==> config.mk <==
export PLATFORM = sky130hd
export DESIGN_NAME = vsim_msg_serializer
export DESIGN_NICKNAME = d
export VERILOG_FILES = /design/src/rtl/vsim_pkg.sv /design/src/rtl/vsim_msg_serializer.sv
export SDC_FILE = /design/constraint.sdc
export NUM_CORES = 1
export LEC_CHECK = 0
export BUFFER_PORTS_ARGS = -buffer_cell sky130_fd_sc_hd__buf_4
export CAP_MARGIN = 20
export CORE_UTILIZATION = 58
export DETAILED_ROUTE_END_ITERATION = 8
export GPL_TIMING_DRIVEN = 0
export PLACE_DENSITY = 0.86
export SLEW_MARGIN = 0
export SYNTH_ARGS = -nofsm -noshare
export SYNTH_HDL_FRONTEND = slang
export SYNTH_SLANG_ARGS = --single-unit
==> constraint.sdc <==
create_clock -name CLK -period 3.4 [get_ports CLK]
set_input_delay 0.17 -clock CLK [delete_from_list [all_inputs] [get_ports CLK]]
set_output_delay 0.17 -clock CLK [all_outputs]
set_load 0.05 [all_outputs]
==> src/rtl/vsim_pkg.sv <==
// ---------------------------------------------------------------------------
// vsim_pkg
// Shared definitions for the simulation message path. The serializer uses
// them to build the header beat, and the receive-side decoder uses the same
// constants and helper to take it apart.
//   vsim_state_e      : serializer state (IDLE / HDR / BODY)
//   HDR_ID_SHIFT      : bit position of the method id in the header word
//   HDR_LEN_MASK      : mask for the word-count field of the header
//   vsim_make_header  : packs {id, nwords} into one 32-bit header word
// ---------------------------------------------------------------------------
package vsim_pkg;

    typedef enum logic [1:0] {
        IDLE = 2'd0,
        HDR  = 2'd1,
        BODY = 2'd2
    } vsim_state_e;

    localparam int          HDR_ID_SHIFT = 16;
    localparam logic [15:0] HDR_LEN_MASK = 16'hffff;

    // nwords counts every beat of the message, header included.
    function automatic logic [31:0] vsim_make_header(input logic [15:0] id,
                                                     input logic [15:0] nwords);
        return (32'(id) << HDR_ID_SHIFT) | 32'(nwords & HDR_LEN_MASK);
    endfunction

endpackage

==> src/rtl/vsim_msg_serializer.sv <==
// ---------------------------------------------------------------------------
// vsim_msg_serializer
// Takes one whole indication message per handshake (method id plus up to
// MAX_WORDS payload words) and streams it out as width-bit beats: a header
// beat {id, word count incl. header}, then the payload words, with beat_last
// marking the final beat. Feeds the DPI send stage.
//
// Ports:
//   CLK        in   clock, everything on the rising edge
//   nRST       in   synchronous reset, active high
//   EN_msg     in   enqueue strobe, honoured only while RDY_msg is high
//   RDY_msg    out  a message can be accepted this cycle (combinational)
//   msg_id     in   16-bit method number
//   msg_len    in   payload word count (values above MAX_WORDS are clamped)
//   msg_data   in   payload, word k at msg_data[k*width +: width]
//   RDY_beat   out  beat_v / beat_last are valid
//   EN_beat    in   downstream takes the current beat, honoured only with RDY_beat
//   beat_v     out  beat data
//   beat_last  out  final beat of the message
// ---------------------------------------------------------------------------
module vsim_msg_serializer
    import vsim_pkg::*;
#(
    parameter int width     = 32,
    parameter int MAX_WORDS = 4,
    parameter int LEN_W     = $clog2(MAX_WORDS + 1)
) (
    input  logic                       CLK,
    input  logic                       nRST,
    input  logic                       EN_msg,
    output logic                       RDY_msg,
    input  logic [15:0]                msg_id,
    input  logic [LEN_W-1:0]           msg_len,
    input  logic [MAX_WORDS*width-1:0] msg_data,
    output logic                       RDY_beat,
    input  logic                       EN_beat,
    output logic [width-1:0]           beat_v,
    output logic                       beat_last
);

    localparam int DATA_W = MAX_WORDS * width;
    localparam int SEL_W  = (DATA_W > 1) ? $clog2(DATA_W) : 1;
    localparam int CMP_W  = LEN_W + 1;

    vsim_state_e          state_q, state_d;
    logic [LEN_W-1:0]     len_q, len_d;
    logic [DATA_W-1:0]    data_q, data_d;
    logic [LEN_W-1:0]     cnt_q, cnt_d;
    logic                 rdyBeat_q, rdyBeat_d;
    logic [width-1:0]     beatV_q, beatV_d;
    logic                 beatLast_q, beatLast_d;

    logic                 consume;
    logic                 fin;
    logic                 accept;
    logic [LEN_W-1:0]     lenClamped;
    logic [15:0]          hdrWords;
    logic [LEN_W-1:0]     cntNext;
    logic [SEL_W-1:0]     selBase;
    logic                 bodyLast;

    // Handshake terms. Accepting in the same cycle the final beat leaves is
    // what gives back-to-back messages a zero-bubble beat stream.
    assign consume  = rdyBeat_q && EN_beat;
    assign fin      = consume && beatLast_q;
    assign RDY_msg  = !nRST && ((state_q == IDLE) || fin);
    assign accept   = EN_msg && RDY_msg;

    // The id only appears in the header, so it is folded into beat_v at
    // accept time instead of being kept in the buffer.
    assign lenClamped = (msg_len > LEN_W'(MAX_WORDS)) ? LEN_W'(MAX_WORDS) : msg_len;
    assign hdrWords   = 16'(lenClamped) + 16'd1;

    // Next payload word for BODY: only used while the current beat is not
    // the last one, so cntNext stays below MAX_WORDS.
    assign cntNext  = cnt_q + LEN_W'(1);
    assign selBase  = SEL_W'(cntNext) * SEL_W'(width);
    assign bodyLast = (CMP_W'(cnt_q) + CMP_W'(2)) == CMP_W'(len_q);

    // State and datapath registers.
    always_ff @(posedge CLK) begin
        if (nRST) begin
            state_q    <= IDLE;
            len_q      <= '0;
            data_q     <= '0;
            cnt_q      <= '0;
            rdyBeat_q  <= 1'b0;
            beatV_q    <= '0;
            beatLast_q <= 1'b0;
        end else begin
            state_q    <= state_d;
            len_q      <= len_d;
            data_q     <= data_d;
            cnt_q      <= cnt_d;
            rdyBeat_q  <= rdyBeat_d;
            beatV_q    <= beatV_d;
            beatLast_q <= beatLast_d;
        end
    end

    // Next-state logic.
    always_comb begin
        state_d = state_q;
        if (accept) begin
            state_d = HDR;
        end else if (fin) begin
            state_d = IDLE;
        end else if (consume && (state_q == HDR)) begin
            state_d = BODY;
        end
    end

    // Next values of the buffer and of the registered beat outputs.
    always_comb begin
        len_d      = len_q;
        data_d     = data_q;
        cnt_d      = cnt_q;
        rdyBeat_d  = rdyBeat_q;
        beatV_d    = beatV_q;
        beatLast_d = beatLast_q;
        if (accept) begin
            len_d      = lenClamped;
            data_d     = msg_data;
            cnt_d      = '0;
            rdyBeat_d  = 1'b1;
            beatV_d    = width'(vsim_make_header(msg_id, hdrWords));
            beatLast_d = (lenClamped == '0);
        end else if (fin) begin
            rdyBeat_d  = 1'b0;
            beatLast_d = 1'b0;
        end else if (consume && (state_q == HDR)) begin
            cnt_d      = '0;
            beatV_d    = data_q[width-1:0];
            beatLast_d = (len_q == LEN_W'(1));
        end else if (consume && (state_q == BODY)) begin
            cnt_d      = cntNext;
            beatV_d    = data_q[selBase +: width];
            beatLast_d = bodyLast;
        end
    end

    assign RDY_beat  = rdyBeat_q;
    assign beat_v    = beatV_q;
    assign beat_last = beatLast_q;

    // Misuse of either handshake is ignored by the logic; flag it in simulation.
    assert property (@(posedge CLK) disable iff (nRST) EN_beat |-> RDY_beat);
    assert property (@(posedge CLK) disable iff (nRST) EN_msg |-> RDY_msg);
    assert property (@(posedge CLK) disable iff (nRST)
                     (EN_msg && RDY_msg) |-> (msg_len <= LEN_W'(MAX_WORDS)));

endmodule

======== Yosys cells after proc, flatten, opt, wreduce, memory -nomap -nowiden ========
Cells that the tools add are included.
operators by class
  $add $sub $neg .......................... 3
  magnitude comparators ................... 1
  eq/ne operators ......................... 5
  shift-type cells ........................ 1
  multiplexer cells ....................... 16
  bitwise operators ....................... 2
  reductions and logical operators ........ 19
operators with widths
  operator                                              number
  two-way mux 32 bit                                    4
  indexed part select 128 x 8 -> 32 bit                 1
  bitwise OR 32 x 4 -> 32 bit                           1
  two-way mux 1 bit                                     9
  two-way mux 3 bit                                     3
  logical AND 1 bit                                     6
  nonzero test 3 bit                                    2
  adder 3 x 1 -> 4 bit, second input constant           1
  adder 3 x 2 -> 4 bit, second input constant           1
  equality test 4 x 3 -> 1 bit                          1
  AND reduction 2 bit                                   2
  nonzero test 2 bit                                    2
  nonzero test 4 bit                                    1
  adder 3 x 1 -> 3 bit, second input constant           1
  equality test 3 x 1 -> 1 bit, second input constant   1
  greater-than comparator 3 bit, second input constant  1
  logical NOT 3 bit                                     1
  OR reduction 3 bit                                    1
  equality test 2 x 1 -> 1 bit, second input constant   1
  equality test 2 bit, second input constant            1
  logical NOT 2 bit                                     1
  != test 2 x 1 -> 1 bit, second input constant         1
  OR reduction 2 bit                                    1
  logical NOT 1 bit                                     1
  2 further kinds                                       2
word-level totals
  bits in registers ....................... 170
  input bits .............................. 151
  logic and storage cells ................. 55

======== Logic depth before layout (Yosys ltp) ========
Gate-level depths: netlist (run 1).
  depth after elaboration ................. 7
  depth in mapped cells ................... 9
  depth with buffers taken out ............ 6

======== Worst setup path after synthesis (run 1) ========
Ideal clock, no wire load.
  kind .................................... register to register
  start ................................... register rdyBeat_q, in the netlist RDY_beat
  end ..................................... register beatV_q[0], in the netlist beat_v[0]
  arrival ................................. 1.936 ns
  path slack .............................. 1.342 ns
  cell stages (with the launch flop) ...... 6
  cell sequence ........................... dfxtp_1 buf_4 nand4b_1 nand2_2 mux2_2 a221o_1
between the ends
  word-level cells in the longest chain between the ends .. 7
  elaborated cells on any way between the ends .. 13
  those cells by class .................... 1 x eq/ne; 3 x mux; 9 x reduce/logical
RTL lines
  what                                                                           line                       source
  start: declaration                                                             vsim_msg_serializer.sv:49  logic rdyBeat_q, rdyBeat_d;
  start signal: assignment                                                       vsim_msg_serializer.sv:95  rdyBeat_q <= rdyBeat_d;
  logical AND 1 bit *                                                            vsim_msg_serializer.sv:64  assign consume = rdyBeat_q && EN_beat;
  logical AND 1 bit                                                              vsim_msg_serializer.sv:65  assign fin = consume && beatLast_q;
  logical OR 1 bit                                                               vsim_msg_serializer.sv:66  assign RDY_msg = !nRST && ((state_q == IDLE) || fin);
  logical AND 1 bit                                                              vsim_msg_serializer.sv:66
  logical AND 1 bit                                                              vsim_msg_serializer.sv:67  assign accept = EN_msg && RDY_msg;
  != test 2 x 1 -> 1 bit (no line) / nonzero test 3 bit (equally long branches)  --
  AND reduction 2 bit (no line)                                                  --
  end signal: assignment                                                         vsim_msg_serializer.sv:96  beatV_q <= beatV_d;
  end: declaration                                                               vsim_msg_serializer.sv:50  logic [width-1:0] beatV_q, beatV_d;
Mark *: on every way between the ends. The rest lies on a longest branch, timed or not. The select of a mux whose other input is x is not followed.
A chain may end at the register's enable or synchronous reset.

======== Final worst setup path (run 1) ========
  start ................................... register cnt_q[1]
  end ..................................... register beatV_q[19], in the netlist beat_v[19]
between the ends
  word-level cells in the longest chain between the ends .. 6
RTL lines
  what                                   line                        source
  start: declaration                     vsim_msg_serializer.sv:48   logic [LEN_W-1:0] cnt_q, cnt_d;
  start signal: assignment               vsim_msg_serializer.sv:94   cnt_q <= cnt_d;
  adder 3 x 1 -> 3 bit                   vsim_msg_serializer.sv:76   assign cntNext = cnt_q + LEN_W'(1);
  indexed part select 128 x 8 -> 32 bit  vsim_msg_serializer.sv:137  beatV_d = data_q[selBase +: width];
  two-way mux 32 bit                     vsim_msg_serializer.sv:135  end else if (consume && (state_q == BODY)) begin
  two-way mux 32 bit                     vsim_msg_serializer.sv:131  end else if (consume && (state_q == HDR)) begin
  two-way mux 32 bit                     vsim_msg_serializer.sv:128  end else if (fin) begin
  two-way mux 32 bit                     vsim_msg_serializer.sv:121  if (accept) begin
Every way passes these cells. The select of a mux whose other input is x is not followed.

==> results of run 1 <==
## flip-flops by register name (all words and copies together) (netlist names)
register / count
RDY_beat: 1
cnt_q: 3
data_q: 128
state_q: 2
beat_v: 32
len_q: 3
beat_last: 1
## cell type report
| class | instances | area [sq um] | share of cell area, % |
|---|---|---|---|
| well taps | 172 | 215.2 | 2.043 |
| multi-input cells | 680 | 3697 | 35.10 |
| clock buffers | 19 | 442.9 | 4.205 |
| plain buffers | 81 | 401.6 | 3.813 |
| repair buffers | 267 | 2210 | 20.98 |
| clock inverters | 12 | 148.9 | 1.413 |
| inverters | 4 | 15.01 | 0.1425 |
| flip-flops and latches | 170 | 3403 | 32.31 |
## cell usage in the layout (no fill, tap or decap), types with 3 or more instances in the layout
cell type / n
buf_6: 6
buf_4: 189
nor2b_1: 14
dlygate4sd3_1: 82
buf_2: 30
o21ai_0: 24
or3b_2: 5
dfxtp_1: 170
nand2b_1: 6
a221o_1: 17
clkbuf_1: 36
clkinv_2: 5
and3_1: 8
a22oi_1: 7
nand2_1: 290
inv_1: 4
a21oi_1: 163
ha_1: 4
nor3_1: 24
nor4_1: 10
a21boi_0: 3
mux2i_1: 26
bufinv_16: 3
mux2_2: 10
a2111oi_0: 5
a31oi_1: 3
buf_1: 6
nor2_1: 9
a22o_1: 13
a311oi_1: 3
clkbuf_16: 17
## per-layer routing
layer	vias up	routed length (um)
met2	692	13570
met3	201	3282
met5	-	0
met4	0	2240
li1	3799	-
met1	3867	9912
## per-stage QoR
step / utilization (%) / power, mW / setup slack (ps) / std cells / hold WS (ps)
finish: 83.47 / 5.141 / 799.0 / 1405 / -0.01665
global route: 83.47 / 5.286 / 736.4 / 1405 / 0.3966
CTS: 83.47 / 5.055 / 1070 / 1405 / 0.4217
detailed placement: 72.28 / 3.059 / 1094 / 1292 / 399.8
global placement: 72.28 / 3.038 / 1116 / 1292 / 393.8
floorplan: - / 2.712 / 1342 / 935 / 306.0
## power groups by stage
stage	Clock (mW)	Sequential [mW]	Combinational, mW
2_1_floorplan	0	2.30	0.415
3_3_place_gp	0	2.25	0.791
3_5_place_dp	0	2.25	0.807
4_1_cts	1.95	2.21	0.891
5_1_grt	2.05	2.23	0.999
6_report	1.98	2.22	0.942
## cells by family after synthesis
logic type	Yosys count	share of synthesized area, %
fa+ha+maj	4	0.6658
compound gates	253	20.74
xor+xnor	5	0.6826
buf+inv	85	5.542
flops	170	45.27
mux	36	4.960
simple gates	382	22.14
## path summary, 6_finish.rpt
| kind | slack [ps] | depth (start not counted) | start | end |
|---|---|---|---|---|
| setup / recovery | 800 | 7 | cnt_q[1] | beat_v[19] |
| hold / removal | -0.02 | 3 | msg_data[49] | data_q[49] |
| setup reg to reg | 800 | 7 | cnt_q[1] | beat_v[19] |
| hold reg to reg | 450 | 2 | data_q[62] | data_q[62] |
## tightest hold or removal path: stages
cell     delay (ps)
buf_4           110
nand2_1          60
a21oi_1          50
==> impl_metrics.csv, run 1 <==
group,metric,value,unit
yosys,synth.most_common_cell,"nand2_1",
yosys,yosysTopAreaCell,"dfxtp_1",
clocking,insertion_delay,430,ps
critical_path,worstSetupPathType,"register to register",
detailed_routing,routed_wl,29000,um
yosys,syn_area,7517,sq um
global_routing,grt_overflow,0,
floorplan,die_h,115.8,um
critical_path,path_cells,"ha_1 -> buf_2 -> buf_4 -> mux2i_1 -> o21ai_0 -> mux2_2 -> a221o_1",
floorplan,rows,41,
placement,place_area,9121,sq um
sta,drv_slew,0,
critical_path,cp-end-kind,"register",
sta,period_needed,2601,ps
critical_path,slowest_stage,"mux2i_1",
global_routing,met2_usage,71.67,%
global_routing,grt_pass1_wl,43920,um
pwr,netSwitchingPower,1.455,mW
global_routing,groute.layer.met3.usage,13.08,%
status,outcome,"finished, violations left",
sta,setup_viol,0,
clocking,path_clk_slew,70,ps
min_path,worst_hold_path_type,"input port to register",
critical_path,critPathBufInv,2,
clocking,clock-sinks,170,
sta,finalClockSkew,7.067,ps
global_routing,busiest_layer,"met2",
finish,fill_cells,760,
clocking,clk_path_buf_depth,2,
finish,final_area,10530,sq um
placement,gp_congestion,0.9242,
yosys,synthCells,935,
yosys,avgSynthCellArea,8.040,sq um
finish,final_net_count,1376,
pwr,p_comb_share,18.3,%
run,maxCapViolations,0,
sta,setup_tns,0,ps
status,violations,"hold timing",
floorplan,die_area,13420,sq um
critical_path,worst_path_largest_cell_delay,550,ps
yosys,synth_cell_types,56,
detailed_routing,postRouteAntennaNets,0,
floorplan,start_util,59.57,%
global_routing,antenna_found_initial,0,
sta,hold_viol_final,1,
detailed_routing,drt-pass1-iter-count,6,
critical_path,crit_path_start_kind,"register",
sta,period_share,76.50,%
critical_path,required,3710,ps
critical_path,arrival,2910,ps
detailed_routing,vias_per_cell,6.092,
yosys,ys_seq_area_share,45.27,%
detailed_routing,wl_per_cell,20.64,um
detailed_routing,drcViolationCount,0,
yosys,synthFlopType,"dfxtp_1",
finish,diodes,0,
clocking,cts_setup_buffers,0,
yosys,ys_ff_latch,170,
pwr,clkPwrFrac,38.4,%
pwr,power_frac_seq,43.2,%
clocking,cts_hold_buf,82,
pwr,internal_power,3.686,mW
critical_path,crit_family,"multiplexers",
global_routing,grt_max_degree,17,
yosys,synth_nets,1090,
global_routing,grtUsageMet1,49.34,%
floorplan,die_width,115.8,um
global_routing,grt_usage,44.47,%
sta,rsz0062_at_grt,"no",
global_routing,grt_pass1_vias,8390,
sta,maxSlewHeadroom,51.38,%
critical_path,crit_fanout,10,
detailed_routing,via_count,8559,
pwr,swShare,28.30,%
floorplan,pin_count,186,
yosys,synth.area.top_cells,"dfxtp_1 45%, nand2_1 14%, a21oi_1 11%, mux2i_1 3.5%, a221o_1 2.3%",
sta,worstMarginPinSlew,710.9,ps
finish,drive_gt1_share,22.95,%
placement,hpwl,17970,um
sta,max_freq,384.5,MHz
pwr,power_density,488.0,nW/um^2
placement,io_buffers,185,
clocking,cts_root_buf,"clkbuf_16",
floorplan,fp.coreArea,12620,sq um
clocking,post_cts_resized,0,
clocking,cts_htree_levels,4,
yosys,synth-edff-count,0,
pwr,irDropWorstVdd,0.0003730,V
sta,hold_slack,-0.01665,ps
clocking,cts-buffers-inserted,17,
finish,syn_to_final_growth,40.13,%
clocking,cts_tree,"done",
yosys,yosysTopAreaCellShare,45.27,%
yosys,yosysWarnings,0,
yosys,async_flop_share,0,%
detailed_routing,drtIter0Drc,1085,
yosys,synthTopCellsByCount,"290 x nand2_1, 170 x dfxtp_1, 163 x a21oi_1, 35 x clkbuf_1, 30 x buf_2",
pwr,leakagePower,4.335,nW
Note: power is estimated with default switching activity, not from simulation.
==> run 2, diff against run 1 <==
--- a/config.mk
+++ b/config.mk
@@ -7,10 +7,10 @@
 export LEC_CHECK = 0
 export BUFFER_PORTS_ARGS = -buffer_cell sky130_fd_sc_hd__buf_4
 export CAP_MARGIN = 20
-export CORE_UTILIZATION = 58
+export CORE_UTILIZATION = 53
 export DETAILED_ROUTE_END_ITERATION = 8
 export GPL_TIMING_DRIVEN = 0
-export PLACE_DENSITY = 0.86
+export PLACE_DENSITY = 0.79
 export SLEW_MARGIN = 0
 export SYNTH_ARGS = -nofsm -noshare
 export SYNTH_HDL_FRONTEND = slang
==> constraint.sdc (replaced) <==
create_clock -name CLK -period 2.4 [get_ports CLK]
set_input_delay 0.12 -clock CLK [delete_from_list [all_inputs] [get_ports CLK]]
set_output_delay 0.12 -clock CLK [all_outputs]
set_load 0.05 [all_outputs]
==> run 2 against run 1 <==
The run now ends clean. Via count decreased by 1.2%. Sequential cell count unchanged. Maximum frequency increased by 12%. Sequential share of layout area decreased by 1.6 points. Cell area increased by 5.2%. Die area increased by 9.3%. Worst hold slack improved by 19 ps. Clock-buffer cell count increased by 6. Global-route usage decreased by 6.3 points. Register-to-register slack got worse by 720 ps. Combinational power increased by 46%. Critical path type unchanged. Critical endpoint is now beat_v[18]. Highest routed layer unchanged.
==> impl_metrics.csv, run 2 (same netlist as run 1, synthesis figures left out) <==
group,metric,value,unit
detailed_routing,routed_wl,27940,um
sta,setup_viol,0,
placement,io_buffers,185,
global_routing,grt_pass1_wl,42150,um
min_path,worst_hold_path_type,"input port to register",
sta,worstMarginPinSlew,727.3,ps
finish,final_common_cell,"nand2_1",
finish,top_register,"data_q",
placement,hpwl,17100,um
floorplan,die_h,121.1,um
sta,max_freq,430.0,MHz
detailed_routing,drt-pass1-iter-count,5,
finish,layout_common_cells,"290 x nand2_1, 189 x buf_4, 170 x dfxtp_1, 163 x a21oi_1, 137 x dlygate4sd3_1",
global_routing,grt_max_degree,17,
finish,final_net_count,1430,
clocking,clk_path_buf_depth,2,
detailed_routing,drcViolationCount,0,
finish,diodes,0,
sta,drv_slew,0,
global_routing,antenna_found_initial,0,
global_routing,grt_pass1_vias,8182,
run,maxCapViolations,0,
pwr,power_density,653.0,nW/um^2
finish,seqCellArea,3403,sq um
clocking,cts_root_buf,"clkbuf_16",
sta,period_share,96.89,%
critical_path,crit_fanout,10,
detailed_routing,via_count,8459,
floorplan,pin_count,186,
clocking,cts_setup_buffers,0,
detailed_routing,wl_per_cell,19.03,um
sta,finalClockSkew,9.337,ps
clocking,cts-buffers-inserted,17,
finish,multi_input_area,3697,sq um
sta,period_needed,2325,ps
detailed_routing,postRouteAntennaNets,0,
critical_path,reg2reg_slack,70,ps
finish,fill_cells,955,
critical_path,worstSetupPathType,"register to register",
pwr,totalPowerFinal,7.233,mW
sta,setup_tns,0,ps
pwr,leakagePower,4.557,nW
placement,dp_cells,1300,
clocking,insertion_delay,430,ps
floorplan,die_area,14660,sq um
floorplan,die_width,121.1,um
placement,gp_congestion,0.9658,
status,outcome,"completed",
detailed_routing,vias_per_cell,5.762,
pwr,irDropWorstVdd,0.0004918,V
clocking,cts_tree,"done",
finish,drive_gt1_share,21.97,%
sta,hold_viol_final,0,
floorplan,start_util,54.16,%
global_routing,grt_usage,38.21,%
detailed_routing,drtIter0Drc,897,
clocking,clock-sinks,170,
finish,stdcell_count,1468,
finish,syn_to_final_growth,47.35,%
global_routing,grt_overflow,0,
critical_path,cp-end-kind,"register",
sta,rsz0062_at_grt,"no",
floorplan,fp.coreArea,13880,sq um
finish,largest_reg_flops,128,
critical_path,crit_path_start_kind,"register",
critical_path,required,2720,ps
clocking,path_clk_slew,70,ps
sta,maxSlewHeadroom,51.34,%
floorplan,rows,43,
clocking,cts_htree_levels,4,
critical_path,arrival,2640,ps
==> run 2: cell types whose count changed in the layout (fill, tap and decap cells not counted) <==
cell,change
dlygate4sd3_1,+55
clkbuf_8,+5
bufinv_16,-2
clkinv_4,-2
buf_2,-1
clkbuf_2,+1
inv_6,-1
==> run 2: worst paths after layout <==
kind / start / to / depth (start not counted)
worst max-delay path: cnt_q[1] / beat_v[18] / 7
worst min register to register: data_q[57] / data_q[57] / 2
worst max register to register: cnt_q[1] / beat_v[18] / 7
worst min-delay path: msg_id[11] / beat_v[27] / 3
==> run 2: metal layers <==
metal	global-route usage, %	up-vias	wire, um
li1	-	3906	-
met1	44.38	3937	10460
met2	66.50	516	13870
met3	6.814	100	2415
met4	20.68	0	1194
met5	0	-	0
==> run 2: power breakdown <==
group | leakage [nW] | internal [mW] | switching (mW)
Sequential | 1.39 | 3.01 | 0.120
Clock | 0.289 | 1.59 | 1.13
Combinational | 2.87 | 0.612 | 0.770
Total | 4.56 | 5.21 | 2.02
==> run 2: through the flow <==
step | cell area [sq um] | hold slack (ps) | setup WS [ps] | util [%]
floorplan | 7517 | 256.0 | 341.7 | -
global placement | 9131 | 348.1 | 115.6 | 65.78
detailed placement | 9131 | 349.7 | 94.49 | 65.78
CTS | 11080 | 19.15 | 79.56 | 79.83
global route | 11080 | 44.77 | 16.92 | 79.80
finish | 11080 | 18.60 | 74.63 | 79.80
==> run 2: critical path: stages (launching register included) <==
cell	delay (ps)
dfxtp_1	350
ha_1	280
buf_2	210
buf_4	270
mux2i_1	230
o21ai_0	210
mux2_2	340
a221o_1	330
==> run 2: what timing repair did <==
| item | in CTS | in global routing |
|---|---|---|
| hold buffers | 137 | 0 |
| endpoints found under the hold margin | 137 | 0 |
| resized for setup | 0 | 2 |
| endpoints found under the setup margin | 0 | 8 |
==> run 2: area by class of cell <==
| class | count | area share [%] |
|---|---|---|
| buffer | 80 | 3.592 |
| clock buffer | 25 | 4.654 |
| clock inverter | 7 | 0.5648 |
| inverter | 4 | 0.1355 |
| multi-input combinational | 680 | 33.38 |
| sequential | 170 | 30.72 |
| tap | 180 | 2.033 |
| timing repair buffer | 322 | 24.92 |
==> run 3, diff against run 2 <==
--- a/config.mk
+++ b/config.mk
@@ -7,6 +7,7 @@
 export LEC_CHECK = 0
 export BUFFER_PORTS_ARGS = -buffer_cell sky130_fd_sc_hd__buf_4
 export CAP_MARGIN = 20
+export CORE_ASPECT_RATIO = 0.7
 export CORE_UTILIZATION = 53
 export DETAILED_ROUTE_END_ITERATION = 8
 export GPL_TIMING_DRIVEN = 0
==> run 3 against run 2 <==
Critical path depth rose by 1. Die area barely moved. First-iteration DRC count fell by 2.6%. Maximum frequency fell by 0.77%. Combinational power about the same. Cell area grew 0.23%. Clock power up 7%. Sequential power about the same. Worst hold slack worse by 7.3 ps. Wire length up 2.0%. Critical path type unchanged. Critical endpoint is now beat_v[1]. Largest power group unchanged.
==> impl_metrics.csv, run 3 (same netlist as run 1, synthesis figures left out) <==
group,metric,value,unit
finish,drive_gt1_share,22.33,%
sta,period_share,97.65,%
sta,hold_viol_final,0,
critical_path,crit_fanout,10,
sta,max_freq,426.7,MHz
detailed_routing,routed_wl,28480,um
critical_path,reg2reg_slack,60,ps
clocking,insertion_delay,430,ps
critical_path,cp-end-kind,"register",
run,maxCapViolations,0,
sta,drv_slew,0,
global_routing,grt_pass1_wl,42530,um
finish,seqCellArea,3403,sq um
critical_path,critPathBufInv,4,
floorplan,fp.coreArea,13870,sq um
placement,io_buffers,185,
floorplan,start_util,54.18,%
placement,hpwl,17920,um
detailed_routing,drtIter0Drc,874,
floorplan,die_area,14670,sq um
pwr,irDropWorstVdd,0.0005040,V
global_routing,grt_max_degree,17,
detailed_routing,drcViolationCount,0,
clocking,cts-buffers-inserted,17,
sta,finalClockSkew,13.32,ps
clocking,cts_htree_levels,4,
sta,maxSlewHeadroom,40.35,%
critical_path,cpMostUsedCell,"buf_4",
finish,layout_common_cells,"290 x nand2_1, 190 x buf_4, 170 x dfxtp_1, 163 x a21oi_1, 133 x dlygate4sd3_1",
clocking,cts_setup_buffers,0,
detailed_routing,via_count,8495,
detailed_routing,wl_per_cell,19.31,um
critical_path,crit_path_start_kind,"register",
floorplan,rows,36,
critical_path,required,2690,ps
sta,setup_tns,0,ps
global_routing,antenna_found_initial,1,
floorplan,pin_count,186,
sta,setup_viol,0,
critical_path,arrival,2630,ps
finish,top_register,"data_q",
finish,largest_reg_flops,128,
pwr,power_density,670.1,nW/um^2
critical_path,path_cells,"ha_1 -> buf_2 -> buf_4 -> buf_6 -> buf_4 -> mux2i_2 -> a21oi_1 -> o2bb2ai_1",
critical_path,crit_family,"buffers and inverters",
detailed_routing,postRouteAntennaNets,0,
clocking,path_clk_slew,80,ps
global_routing,grt_usage,39.02,%
critical_path,slowest_stage,"dfxtp_1",
clocking,clock-sinks,170,
finish,diodes,0,
placement,gp_congestion,0.9028,
floorplan,die_width,144.3,um
floorplan,die_h,101.6,um
finish,syn_to_final_growth,47.69,%
finish,multi_input_area,3707,sq um
detailed_routing,drt-pass1-iter-count,5,
global_routing,grt_overflow,0,
finish,fill_cells,904,
global_routing,grt_pass1_vias,7931,
clocking,clk_path_buf_depth,2,
sta,worstMarginPinSlew,894.8,ps
finish,final_net_count,1427,
critical_path,worst_path_largest_cell_delay,370,ps
clocking,cts_root_buf,"clkbuf_16",
finish,final_common_cell,"nand2_1",
pwr,leakagePower,4.550,nW
pwr,totalPowerFinal,7.440,mW
sta,period_needed,2343,ps
finish,final_util,80.02,%
status,outcome,"completed",
min_path,worst_hold_path_type,"input port to register",
detailed_routing,vias_per_cell,5.759,
clocking,cts_tree,"done",
critical_path,worstSetupPathType,"register to register",
## run 3: changes by cell type in the layout (fill, tap and decap cells not counted), moves of 2 or more
| cell | previous run | this run |
|---|---|---|
| clkinvlp_4 | 1 | 4 |
| clkbuf_8 | 6 | 0 |
| inv_8 | 0 | 2 |
| dlygate4sd3_1 | 137 | 133 |
| clkinv_2 | 5 | 2 |
| inv_6 | 0 | 3 |
| clkbuf_1 | 36 | 34 |
| bufinv_16 | 1 | 3 |
## run 3: final cells by class
class / count / area share (%)
multi-input combinational: 680 / 33.39
sequential: 170 / 30.65
timing repair buffer: 318 / 24.50
clock buffer: 17 / 3.832
buffer: 81 / 3.652
tap: 190 / 2.141
clock inverter: 15 / 1.691
inverter: 4 / 0.1352
## run 3: final timing paths
check / from / endpoint / cells past startpoint
hold reg to reg: data_q[39] / data_q[39] / 2
setup reg to reg: cnt_q[1] / beat_v[1] / 8
setup / recovery: cnt_q[1] / beat_v[1] / 8
hold / removal: msg_id[3] / beat_v[19] / 3
## run 3: layer usage
| layer | share of wire (%) | global-route usage, % |
|---|---|---|
| met5 | 0 | 0 |
| met4 | 2.9 | 15.22 |
| met3 | 13 | 7.943 |
| met2 | 43 | 60.58 |
| met1 | 41 | 53.39 |
## run 3: report_power, final
group	switching, mW	internal [mW]
Sequential	0.128	3.01
Combinational	0.784	0.609
Clock	1.25	1.66
Total	2.16	5.28
## run 3: worst reg2reg max path: cells and delay by family, from the launching register on
kind,cells,cell delay (ps)
fa+ha+maj,1,290
buf+inv,4,910
flops,1,370
mux,1,350
compound gates,2,290
## run 3: metrics by stage
step	area [sq um]	setup slack [ps]	hold slack, ps	instances
floorplan	7517	341.7	256.0	935
CTS	11090	15.90	5.783	1475
global route	11100	-27.70	28.97	1475
detailed placement	9144	-9.446	346.6	1310
global placement	9144	12.63	344.6	1310
finish	11100	56.51	11.31	1475
## run 3: timing repair
| item | CTS | global route |
|---|---|---|
| gates resized for setup | 1 | 5 |
| hold buffers | 133 | 0 |
| endpoints found under the setup margin | 1 | 16 |
| hold endpoints to repair | 133 | 0 |
| cloned | 0 | 0 |
